--- src/rtl/uart_pkg.sv ---
// Shared UART definitions: default generator widths, the divisor record and a
// helper that derives an integer-plus-fraction divisor from clock and baud rates.
package uart_pkg;

    localparam int DEFAULT_DIVISOR_WIDTH = 16;
    localparam int DEFAULT_FRAC_WIDTH    = 4;
    localparam int DEFAULT_OVERSAMPLE    = 16;

    typedef struct packed {
        logic [DEFAULT_DIVISOR_WIDTH-1:0] divInt;
        logic [DEFAULT_FRAC_WIDTH-1:0]    divFrac;
    } baud_divisor_t;

    // Rounds clkHz / (baudHz * OVERSAMPLE) to the nearest 1/2^FRAC_WIDTH cycle.
    function automatic baud_divisor_t computeDivisor(input longint unsigned clkHz,
                                                     input longint unsigned baudHz);
        longint unsigned denom;
        longint unsigned scaled;
        baud_divisor_t   result;
        denom = baudHz * 64'(DEFAULT_OVERSAMPLE);
        if (denom == 64'd0) begin
            denom = 64'd1;
        end
        scaled = ((clkHz << DEFAULT_FRAC_WIDTH) + (denom >> 1)) / denom;
        result.divInt  = scaled[DEFAULT_FRAC_WIDTH +: DEFAULT_DIVISOR_WIDTH];
        result.divFrac = scaled[DEFAULT_FRAC_WIDTH-1:0];
        return result;
    endfunction

endpackage

--- src/rtl/uart_frac_accumulator.sv ---
// Fractional phase accumulator: its overflow stretches the current sample
// period by one clock. Only instantiated when UART_BAUD_FRACTIONAL_EN is defined.
module uart_frac_accumulator
    import uart_pkg::*;
#(
    parameter int FRAC_WIDTH = DEFAULT_FRAC_WIDTH
) (
    input  logic                  clk_in,
    input  logic                  rst,
    input  logic                  clear_i,
    input  logic                  advance_i,
    input  logic [FRAC_WIDTH-1:0] frac_i,
    output logic                  carry_o
);

    logic [FRAC_WIDTH-1:0] acc_q;
    logic [FRAC_WIDTH-1:0] acc_d;
    logic [FRAC_WIDTH:0]   sum;

    assign sum     = {1'b0, acc_q} + {1'b0, frac_i};
    assign carry_o = sum[FRAC_WIDTH];

    // A divisor change or phase restart wins over a normal period advance.
    always_comb begin
        acc_d = acc_q;
        if (clear_i) begin
            acc_d = '0;
        end else if (advance_i) begin
            acc_d = sum[FRAC_WIDTH-1:0];
        end
    end

    always_ff @(posedge clk_in or posedge rst) begin
        if (rst) begin
            acc_q <= '0;
        end else begin
            acc_q <= acc_d;
        end
    end

endmodule

--- src/rtl/uart_baud_generator.sv ---
// Programmable baud tick generator producing sample/bit/mid-bit strobes.
// Fractional divisor support is compiled in with UART_BAUD_FRACTIONAL_EN.
module uart_baud_generator
    import uart_pkg::*;
#(
    parameter int DIVISOR_WIDTH = DEFAULT_DIVISOR_WIDTH,
    parameter int FRAC_WIDTH    = DEFAULT_FRAC_WIDTH,
    parameter int OVERSAMPLE    = DEFAULT_OVERSAMPLE,
    parameter int RESET_DIVISOR = 16
) (
    input  logic                     clk_in,
    input  logic                     rst,
    input  logic                     enable,
    input  logic                     sync,
    input  logic [DIVISOR_WIDTH-1:0] divisor_int,
    input  logic [FRAC_WIDTH-1:0]    divisor_frac,
    input  logic                     divisor_valid,
    output logic                     divisor_ready,
    output logic                     sample_tick,
    output logic                     bit_tick,
    output logic                     mid_tick
);

    localparam int SAMPLE_WIDTH = (OVERSAMPLE > 2) ? $clog2(OVERSAMPLE) : 1;
    localparam logic [SAMPLE_WIDTH-1:0] LAST_SAMPLE = SAMPLE_WIDTH'(OVERSAMPLE - 1);
    localparam logic [SAMPLE_WIDTH-1:0] MID_SAMPLE  = SAMPLE_WIDTH'(OVERSAMPLE / 2);

    logic [DIVISOR_WIDTH-1:0] activeInt_q, activeInt_d;
    logic [DIVISOR_WIDTH-1:0] stageInt_q, stageInt_d;
    logic [DIVISOR_WIDTH-1:0] cycleCount_q, cycleCount_d;
    logic [SAMPLE_WIDTH-1:0]  sampleCount_q, sampleCount_d;
    logic                     pending_q, pending_d;
    logic                     sampleTick_q, sampleTick_d;
    logic                     bitTick_q, bitTick_d;
    logic                     midTick_q, midTick_d;

    logic [DIVISOR_WIDTH-1:0] effInt;
    logic [DIVISOR_WIDTH-1:0] lastCount;
    logic [SAMPLE_WIDTH-1:0]  sampleNext;
    logic                     carry;
    logic                     wrap;
    logic                     accept;
    logic                     activate;

    // A zero divisor behaves as one so the counter always has a terminal value.
    assign effInt     = (activeInt_q == '0) ? DIVISOR_WIDTH'(1) : activeInt_q;
    assign lastCount  = effInt - DIVISOR_WIDTH'(1) + DIVISOR_WIDTH'(carry);
    assign wrap       = enable && !sync && (cycleCount_q == lastCount);
    assign accept     = divisor_valid && !pending_q;
    assign activate   = pending_q && (sync || !enable || wrap);
    assign sampleNext = (sampleCount_q == LAST_SAMPLE) ? '0 : sampleCount_q + SAMPLE_WIDTH'(1);

`ifdef UART_BAUD_FRACTIONAL_EN
    logic [FRAC_WIDTH-1:0] activeFrac_q, activeFrac_d;
    logic [FRAC_WIDTH-1:0] stageFrac_q, stageFrac_d;

    always_comb begin
        activeFrac_d = activeFrac_q;
        stageFrac_d  = stageFrac_q;
        if (activate) begin
            activeFrac_d = stageFrac_q;
        end else if (accept) begin
            stageFrac_d = divisor_frac;
        end
    end

    always_ff @(posedge clk_in or posedge rst) begin
        if (rst) begin
            activeFrac_q <= '0;
            stageFrac_q  <= '0;
        end else begin
            activeFrac_q <= activeFrac_d;
            stageFrac_q  <= stageFrac_d;
        end
    end

    uart_frac_accumulator #(
        .FRAC_WIDTH(FRAC_WIDTH)
    ) u_fracAcc (
        .clk_in   (clk_in),
        .rst      (rst),
        .clear_i  (sync || activate),
        .advance_i(wrap),
        .frac_i   (activeFrac_q),
        .carry_o  (carry)
    );
`else
    logic unusedFrac;
    assign unusedFrac = ^divisor_frac;
    assign carry      = 1'b0;
`endif

    // sync overrides everything; a disabled generator freezes its counters.
    always_comb begin
        cycleCount_d  = cycleCount_q;
        sampleCount_d = sampleCount_q;
        sampleTick_d  = 1'b0;
        bitTick_d     = 1'b0;
        midTick_d     = 1'b0;
        activeInt_d   = activeInt_q;
        stageInt_d    = stageInt_q;
        pending_d     = pending_q;

        if (sync) begin
            cycleCount_d  = '0;
            sampleCount_d = '0;
        end else if (enable) begin
            if (wrap) begin
                cycleCount_d  = '0;
                sampleCount_d = sampleNext;
                sampleTick_d  = 1'b1;
                bitTick_d     = (sampleCount_q == LAST_SAMPLE);
                midTick_d     = (sampleNext == MID_SAMPLE);
            end else begin
                cycleCount_d = cycleCount_q + DIVISOR_WIDTH'(1);
            end
        end

        if (activate) begin
            activeInt_d = stageInt_q;
            pending_d   = 1'b0;
        end else if (accept) begin
            stageInt_d = divisor_int;
            pending_d  = 1'b1;
        end
    end

    always_ff @(posedge clk_in or posedge rst) begin
        if (rst) begin
            activeInt_q   <= DIVISOR_WIDTH'(RESET_DIVISOR);
            stageInt_q    <= '0;
            cycleCount_q  <= '0;
            sampleCount_q <= '0;
            pending_q     <= 1'b0;
            sampleTick_q  <= 1'b0;
            bitTick_q     <= 1'b0;
            midTick_q     <= 1'b0;
        end else begin
            activeInt_q   <= activeInt_d;
            stageInt_q    <= stageInt_d;
            cycleCount_q  <= cycleCount_d;
            sampleCount_q <= sampleCount_d;
            pending_q     <= pending_d;
            sampleTick_q  <= sampleTick_d;
            bitTick_q     <= bitTick_d;
            midTick_q     <= midTick_d;
        end
    end

    assign divisor_ready = !pending_q;
    assign sample_tick   = sampleTick_q;
    assign bit_tick      = bitTick_q;
    assign mid_tick      = midTick_q;

endmodule

--- config.mk ---
export PLATFORM = sky130hd
export DESIGN_NAME = uart_baud_generator
export DESIGN_NICKNAME = d
export VERILOG_FILES = /design/src/rtl/uart_pkg.sv /design/src/rtl/uart_frac_accumulator.sv /design/src/rtl/uart_baud_generator.sv
export SDC_FILE = /design/constraint.sdc
export NUM_CORES = 1
export LEC_CHECK = 0
export ABC_AREA = 1
export BUFFER_PORTS_ARGS = -buffer_cell sky130_fd_sc_hd__buf_2
export CORE_MARGIN = 4
export CORE_UTILIZATION = 30
export CTS_CLUSTER_SIZE = 24
export DETAILED_ROUTE_END_ITERATION = 12
export MAX_ROUTING_LAYER = met4
export PLACE_DENSITY = 0.45
export REMOVE_ABC_BUFFERS = 1
export SLEW_MARGIN = 20
export SYNTH_ARGS = -nofsm -noshare
export SYNTH_HDL_FRONTEND = slang
export SYNTH_SLANG_ARGS = --single-unit
--- constraint.sdc ---
create_clock -name clk_in -period 4.85 [get_ports clk_in]
set_input_delay 0.97 -clock clk_in [delete_from_list [all_inputs] [get_ports clk_in]]
set_output_delay 0.97 -clock clk_in [all_outputs]
set_load 0.02 [all_outputs]
==> impl_metrics.yaml <==
critical_path:
  path_buf_inv: 1
  worstPathMaxFanout: 32
  critPathKind: "reg2reg"
  slowest_delay_ps: 590
  crit_start: "activeInt_q[4]$_DFFE_PP1P_"
  crit_family: "simple AND/OR/NAND/NOR gates"
  worst_setup_path_end_kind: "flip-flop"
  startpoint_type: "flip-flop"
  critical_path.cell_chain: "nor2_1, nand2_1, nor2_2, nand2_2, nand2_1, inv_1, ha_1, nand2_2, nor2_2, nand2_1, nand2_1, nand2_1, nand2_1, nand2_1, nor2_1, nand2_1, nor2_2, nand3_2, nand2_4, nand2_4, nand2_1, nand2_1"
  critPathArrivalTime_ps: 3560
  crit_slowest_cell: "dfstp_2"
  cpMostUsedCell: "nand2_1"
  r2r_start: "activeInt_q[4]$_DFFE_PP1P_"
  required_ps: 5060
synthesis:
  synth_area_um2: 3192
  async_flop_share: 1.000
  synth_ff_type: "dfrtp_1"
  synth_edf_count: 0
  synth_cells: 390
  synth-seq-area-share: 0.4394
  synth_area_per_cell_um2: 8.184
  synth.distinct_cells: 31
  synth-seq-cells: 56
  ys_warn_count: 0
clocking:
  clk_latency_ps: 310
  cts_tree: "yes"
  cts_made_buffers: 5
  cts.clk_slew.worst_paths_ps: 110
  htree_levels: 2
  postCtsSetupRepairBufs: 0
  cts.sinks: 56
  cts_resized: 0
  cts_hold_buf: 0
  cts_root_buffer: "clkbuf_8"
  ctsLongestPathBuffers: 2
final_layout:
  layout.area.seq_um2: 1403
  drive_above_1_share: 0.1563
  syn_to_final_growth_pct: 10.58
  stdcell_area_um2: 3530
  multi_input_area_um2: 1589
  finalNetCount: 444
  nFillCells: 1148
  n_antenna_cell: 0
global_routing:
  grt_pass1_vias: 2448
  grt_antenna_before_repair: 0
  grt_overflow: 0
  grt_pass1_wl_mm: 12.06
  grt.total_usage: 0.1214
  grt_max_degree: 57
timing:
  whs_ps: 505.5
  fin_crit_sh: 0.6900
  fin_crit_ps: 3347
  slew_viol_final: 0
  setup_slack_ps: 1503
  max_freq_mhz: 298.8
  hold_viol: 0
  worst_slew_pin_slew_ps: 718.7
  skew_ps: 8.890
  slew_headroom: 0.5209
  rsz0062_at_grt: "no"
  fin_tns_setup_ps: 0
  setup_viol: 0
placed_design:
  portBuffers: 24
  dpl.hpwl_mm: 5.294
  placed_cell_area_um2: 3440
  pre_cts_ws_ps: 1448
  gp_congestion: 0.8546
floorplan:
  die_h_um: 111.1
  ios: 29
  dieArea_um2: 12350
  rows: 37
  core_um2: 10320
  start_util: 0.3092
  chipWidth_um: 111.1
route:
  first_pass_iters: 4
  wl_per_cell_um: 12.74
  ant_nets: 0
  vias: 2537
  wirelength_mm: 7.030
  route.detailed.drc: 0
  vias_per_cell: 4.596
  drt_iter0_drc: 98
hold_path:
  hp-class: "reg2reg"
  hold_start: "stageInt_q[14]$_DFFE_PP0P_"
pwr:
  switching_share: 0.3734
  pwr-share-clk: 0.210
  p_seq_frac: 0.483
  irDropWorstVdd_mv: 0.1362
  p_per_area_nw_per_um2: 362.2
  p_total_mw: 1.279
  comb_power_share: 0.307
  leakage_nw: 1.693
  netSwitchingPower_uw: 477.4
  intPower_uw: 801.1
status:
  outcome: "finished, final reports clean"
flow_run:
  cap_viol_max_count: 0
logic make-up after synthesis:
logic type,after synthesis,share of synthesized area
DFF,56,0.4394
adders and majority gates,4,0.01568
xor gates and xnor gates,28,0.07683
AOI/OAI and AO/OA,24,0.04234
and+or+nand+nor,215,0.3066
buffers and inverters,47,0.06272
muxes,16,0.05645
cell usage after synthesis (2+ instances only):
cell	count	area, µm²
inv_1	39	146.4
clkbuf_1	2	7.510
o21ai_1	3	15.01
nor2_1	32	120.1
nand2_2	2	12.51
nand4_1	8	50.05
xnor2_1	7	61.31
nand2_4	2	22.52
nand3_2	3	30.03
nand3_1	46	230.2
nor3_1	7	35.03
ha_1	4	50.05
nand2_1	102	382.9
xor2_1	21	183.9
o21ai_0	8	40.04
a21oi_1	2	10.01
buf_6	2	22.52
nand3b_1	3	22.52
nor3_2	2	20.02
dfrtp_1	55	1376
buf_4	2	15.01
o22ai_1	10	62.56
mux2_2	16	180.2
nor2_2	5	31.28
power by group through the flow:
stage          clock [mW]  combinational (mW)  sequential, mW
2_1_floorplan           0               0.318           0.600
3_3_place_gp            0               0.395           0.628
3_5_place_dp            0               0.396           0.629
4_1_cts             0.282               0.399           0.620
5_1_grt             0.306               0.462           0.631
6_report            0.268               0.392           0.618
stage by stage:
step           utilization  std cells
6_report            0.3419        552
5_1_grt             0.3419        552
4_1_cts             0.3419        552
3_5_place_dp        0.3332        544
3_3_place_gp        0.3332        544
2_1_floorplan            -        383
sequential cells by signal, summed over array words and instances, names as in the netlist:
register and count:
activeInt_q 16, stageInt_q 16, mid_tick 1, sample_tick 1, pending_q 1, sampleCount_q 4
bit_tick 1, cycleCount_q 16
cell type report:
| type | count | share of cell area |
|---|---|---|
| inverter | 40 | 0.04254 |
| multi-input combinational | 287 | 0.4502 |
| tap | 136 | 0.04821 |
| clock inverter | 2 | 0.004963 |
| sequential | 56 | 0.3974 |
| timing repair buffer | 25 | 0.03616 |
| clock buffer | 6 | 0.02056 |
metal layers:
layer	GRT usage	up-vias	part of all wire
met5	-	-	0
met4	0.03487	0	0.017
met3	0.01910	13	0.024
met2	0.1958	28	0.49
met1	0.1588	1179	0.47
li1	-	1317	-
tightest hold or removal path, delay by kind of cell, from the launching register on:
| kind | cells | cell delay, ps |
|---|---|---|
| flip-flops | 1 | 350 |
| AND/OR/NAND/NOR | 2 | 130 |
path summary, 6_finish.rpt:
kind                            slack [ps]  depth (start not counted)                      endpoint
max in group asynchronous             3540                          3  sampleCount_q[2]$_DFFE_PP0P_
worst min-delay path                   510                          2   activeInt_q[14]$_DFFE_PP0P_
worst min register to register         510                          2   activeInt_q[14]$_DFFE_PP0P_
worst max register to register        1500                         22    activeInt_q[3]$_DFFE_PP0P_
worst max-delay path                  1500                         22    activeInt_q[3]$_DFFE_PP0P_
min in group asynchronous              840                          3     stageInt_q[1]$_DFFE_PP0P_
placed cells by master (no fill, tap or decap), types with 3 or more instances in the layout:
cell type | Yosys | routed
nand2_1 | 102 | 102
dfrtp_1 | 55 | 55
nand3_1 | 46 | 46
inv_1 | 39 | 38
nor2_1 | 32 | 32
buf_2 | 1 | 24
xor2_1 | 21 | 21
mux2_2 | 16 | 16
o22ai_1 | 10 | 10
o21ai_0 | 8 | 8
nand4_1 | 8 | 8
xnor2_1 | 7 | 7
nor3_1 | 7 | 7
nor2_2 | 5 | 5
clkbuf_8 | 0 | 5
ha_1 | 4 | 4
nand3_2 | 3 | 3
nand3b_1 | 3 | 3
o21ai_1 | 3 | 3
No activity file was read; power rests on OpenSTA's default activity.
